### config.mk
export PLATFORM = sky130hd
export DESIGN_NAME = mysystem_done_signal_in
export DESIGN_NICKNAME = d
export VERILOG_FILES = /design/src/rtl/mysystem_done_signal_in.sv
export SDC_FILE = /design/constraint.sdc
export NUM_CORES = 1
export LEC_CHECK = 0
export BUFFER_PORTS_ARGS = -buffer_cell sky130_fd_sc_hd__buf_2
export CORE_MARGIN = 2
export CORE_UTILIZATION = 28
export CTS_BUF_LIST = sky130_fd_sc_hd__clkbuf_8
export DETAILED_ROUTE_END_ITERATION = 8
export PLACE_DENSITY = 0.78
export SYNTH_ARGS = -nofsm -noshare
export SYNTH_HDL_FRONTEND = slang
export SYNTH_SLANG_ARGS = --single-unit
### constraint.sdc
create_clock -name clk -period 1 [get_ports clk]
set_input_delay 0.15 -clock clk [delete_from_list [all_inputs] [get_ports clk]]
set_output_delay 0.15 -clock clk [all_outputs]
set_load 0.1 [all_outputs]
### src/rtl/mysystem_done_signal_in.sv
// Avalon-MM input port returning accelerator done/status to the host:
// two-flop synchronizer, sticky edge capture (W1C) and a maskable level interrupt.
module mysystem_done_signal_in #(
   parameter int unsigned           DATA_WIDTH  = 1,
   parameter int unsigned           EDGE_TYPE   = 0,
   parameter logic [DATA_WIDTH-1:0] RESET_VALUE = '0
) (
   input  logic                  clk,
   input  logic                  reset,
   input  logic [2:0]            address,
   input  logic                  chipselect,
   input  logic                  read_n,
   input  logic                  write_n,
   input  logic [31:0]           writedata,
   output logic [31:0]           readdata,
   input  logic [DATA_WIDTH-1:0] in_port,
   output logic                  irq
);

   logic [DATA_WIDTH-1:0] sync1;
   logic [DATA_WIDTH-1:0] sync2;
   logic [DATA_WIDTH-1:0] prev;
   logic [DATA_WIDTH-1:0] irqmask;
   logic [DATA_WIDTH-1:0] edgecapture;
   logic [DATA_WIDTH-1:0] edge_det;
   logic [DATA_WIDTH-1:0] wdata;
   logic [DATA_WIDTH-1:0] clr_bits;
   logic [31:0]           rd_val;
   logic                  wr_strobe;
   logic                  rd_strobe;

   assign wr_strobe = chipselect & ~write_n;
   assign rd_strobe = chipselect & ~read_n;
   assign wdata     = writedata[DATA_WIDTH-1:0];

   always_ff @(posedge clk or posedge reset) begin
      if (reset) begin
         sync1 <= RESET_VALUE;
         sync2 <= RESET_VALUE;
         prev  <= RESET_VALUE;
      end else begin
         sync1 <= in_port;
         sync2 <= sync1;
         prev  <= sync2;
      end
   end

   always_comb begin
      if (EDGE_TYPE == 0)
         edge_det = sync2 & ~prev;
      else if (EDGE_TYPE == 1)
         edge_det = ~sync2 & prev;
      else
         edge_det = sync2 ^ prev;
   end

   assign clr_bits = (wr_strobe && address == 3'd3) ? wdata : '0;

   // A new edge overrides a simultaneous W1C on the same bit.
   always_ff @(posedge clk or posedge reset) begin
      if (reset)
         edgecapture <= '0;
      else
         edgecapture <= (edgecapture & ~clr_bits) | edge_det;
   end

   always_ff @(posedge clk or posedge reset) begin
      if (reset)
         irqmask <= '0;
      else if (wr_strobe) begin
         case (address)
            3'd2:    irqmask <= wdata;
            3'd4:    irqmask <= irqmask | wdata;
            3'd5:    irqmask <= irqmask & ~wdata;
            default: irqmask <= irqmask;
         endcase
      end
   end

   always_comb begin
      rd_val = '0;
      case (address)
         3'd0:    rd_val[DATA_WIDTH-1:0] = sync2;
         3'd2:    rd_val[DATA_WIDTH-1:0] = irqmask;
         3'd3:    rd_val[DATA_WIDTH-1:0] = edgecapture;
         default: rd_val = '0;
      endcase
   end

   always_ff @(posedge clk or posedge reset) begin
      if (reset)
         readdata <= '0;
      else if (rd_strobe)
         readdata <= rd_val;
   end

   assign irq = |(edgecapture & irqmask);

endmodule

==> metrics.md <==
| Metric | Value |
|---|---|
| Slowest cell on the critical path | dfrtp_1 |
| F_max | 889 MHz |
| # fillers | 191 |
| Clk root buf | clkbuf_8 |
| Failing checks | setup timing |
| Met2 wire length | 459 um |
| Crit path buffers/inverters | 1 |
| Routed length on met3 | around 73 um |
| CTS buffer count | 3 |
| CP max stage delay | roughly 400 ps |
| Final Hold Fails | 0 |
| Die height | 47.2 um |
| Share of cells above drive strength 1 | 0.342 |
| YS warnings | 0 |
| Layout area overhead | 22.1% |
| Top Ports | 74 |
| DRC viols | 0 |
| Clock Skew | about 6.9 ps |
| Core Area | 0.00175 mm^2 |
| Port Buffers | 11 |
| DP HPWL | roughly 670 um |
| Worst EP required | 1090 ps |
| Min-delay worst type | in2reg |
| Async SR Flop Fraction | 1.00 |
| Synth Cell Area | 522 um^2 |
| Total vias in the final route | 352 |
| Clk Latency, worst-skew pair | 220 ps |
| Top sig layer | met3 |
| N_diodes | 0 |
| Largest net degree at the start of global routing | 7 |
| GRT overflow | 0 |
| Post-place setup slack | -117 ps |
| Total routed wirelength | 828 um |
| Max-Cap Viols | 0 |
| Initial antenna violation count | 0 |
| Outcome | complete, but fails checks |
| Initial Utilization | 0.299 |
| Drt initial violations | 2 |
| Final TNS setup | -231 ps |
| Worst VDD drop | 1.03 mV |
| CP Launch Type | flop |
| Metal1 wirelength | 295 um |
| Vias per std cell | between 3 and 4 |
| Post-DR wirelength/cell | 7.96 um |
| Pre-antenna DRT Iters | 4 |
| Final Max Slew Viols | 0 |
| Ys flop type | dfrtp_1 |
| DIE AREA | 0.00222 mm^2 |
| TritonCTS sink count | 6 |
| Total GRT Usage | 0.0823 |
| Sequential fraction of the synthesis area | 0.288 |
| CTS tree | done |
| Mean post-synth cell area | 8.84 um^2 |
| Final Wtd Congestion | 0.706 |
| Final worst path period share | 1.12 |
| CP top delay family | simple AND/OR/NAND/NOR gates |
| H-Tree Level Count | 1 |
| Clock Tree Buf Depth | 2 |
| CP Capture Type | flop |
| Worst hold slack | 31.5 ps |
| Post-synth EDFFs | 0 |
| Yosys cell types | 19 |
| Highest net fanout along the worst path | 3 |
| Die width | roughly 47 um |
| RSZ-0062 raised after global routing | true |
| First-pass GRT wire length | around 1200 um |
| Critical-path cell list | buf_6, or3_4, o21ai_2, nor3_2 |
| Post-layout min period | 1120 ps |
| Final setup viols | 3 |
| Setup WS post-layout | -125 ps |
| Rows | 15 |
| Dpl cells | 97 |
| Critical path arrival | 1220 ps |
| Reg clk slew, reported paths | 40 ps |
| Final nets | 121 |
| Post-synthesis register bit count | 6 |
| Syn Inst Count | 59 |
| LEAKAGE | 0.334 nW |
| Post-DRT Antenna Nets | 0 |
| Class of the most critical setup path | reg2reg |
| Cell Pwr Density | ~2100 mW/mm^2 |
| Vias in the first global route | 311 |
| Post-Layout Cell Count | between 100 and 150 |
==> power breakdown <==
part           internal, W  switching [W]  total (W)
clock network     0.000263       0.000102   0.000366
logic            0.0000807       0.000597   0.000678
registers         0.000259      0.0000102   0.000269
total             0.000603       0.000710    0.00131
==> repair_timing <==
item                                    CTS  global route
setup buffers                             1             1
endpoints found under the hold margin     6             0
pin swaps                                 1             2
resized for setup                         3             4
endpoints found under the setup margin    2             3
hold buffers                              1             0
==> path summary, 6_finish.rpt <==
kind,from,endpoint,slack (ps),cells after the start
setup reg to reg,irqmask$_DFFE_PP0P_,irqmask$_DFFE_PP0P_,-120,4
setup / recovery,irqmask$_DFFE_PP0P_,irqmask$_DFFE_PP0P_,-120,4
max in group asynchronous,reset,readdata[0]$_DFFE_PP0P_,430,3
min in group asynchronous,reset,sync2$_DFF_PP0_,370,3
hold / removal,in_port,sync1$_DFF_PP0_,30,1
hold reg to reg,sync1$_DFF_PP0_,sync2$_DFF_PP0_,350,0
==> placed cells by master (no fill, tap or decap) <==
master         Yosys  layout
a22oi_2            0       1
and2_4             0       1
and4bb_2           1       1
buf_12             0       2
buf_2              0       9
buf_4             31       4
buf_6              0       1
clkbuf_8           0       3
conb_1             1      31
dfrtp_1            6       5
dfrtp_2            0       1
dlygate4sd3_1      0       1
inv_1              2       3
mux2_2             1       1
nand2_1            2       2
nand2b_1           2       2
nand4b_1           1       1
nor2_1             1       1
nor3_2             0       1
nor3b_1            1       1
o21ai_0            3       2
o21ai_2            0       1
o22ai_1            1       1
o31ai_1            1       1
or3_4              0       1
or4b_1             1       1
==> sequential cells by signal (all words and copies together), names as in the netlist <==
name and count:
sync1 1, prev 1, edgecapture 1, sync2 1, readdata 1, irqmask 1
==> logic make-up after synthesis <==
family | count (synthesis) | synth area share
other cells | 1 | 0.00719
buf+inv | 33 | 0.460
mux | 1 | 0.0216
compound gates | 6 | 0.0696
simple gates | 12 | 0.153
flops | 6 | 0.288
==> metal layers <==
metal | up-vias | global-route usage
met5 | - | 0
met4 | 0 | 0.0667
met3 | 0 | 0.0115
met2 | 24 | 0.137
met1 | 157 | 0.0928
li1 | 171 | -
==> cell type report <==
cell class	instances	area, um^2	share of cell area
tap	25	31.3	0.0491
clock inverter	1	3.75	0.00589
clock buffer	3	41.3	0.0648
multi-input combinational	50	265	0.417
inverter	2	7.51	0.0118
timing repair buffer	17	136	0.214
sequential	6	151	0.238
==> metrics by stage <==
stage | total power [W] | cell area, um^2 | utilization
final | 0.00131 | 637 | 0.365
after CTS | 0.00131 | 612 | 0.351
after global placement | 0.000921 | 543 | 0.311
after detailed placement | 0.000925 | 543 | 0.311
after floorplan | 0.000947 | 637 | -
after global routing | 0.00136 | 637 | 0.365
==> cell usage after synthesis, drive strengths merged, types with 2 or more instances <==
master | number | area share
buf | 31 | 0.45
dfrtp | 6 | 0.29
inv | 2 | 0.014
nand2 | 2 | 0.014
nand2b | 2 | 0.024
o21ai | 3 | 0.029
Power figures use the tool's default switching activity.
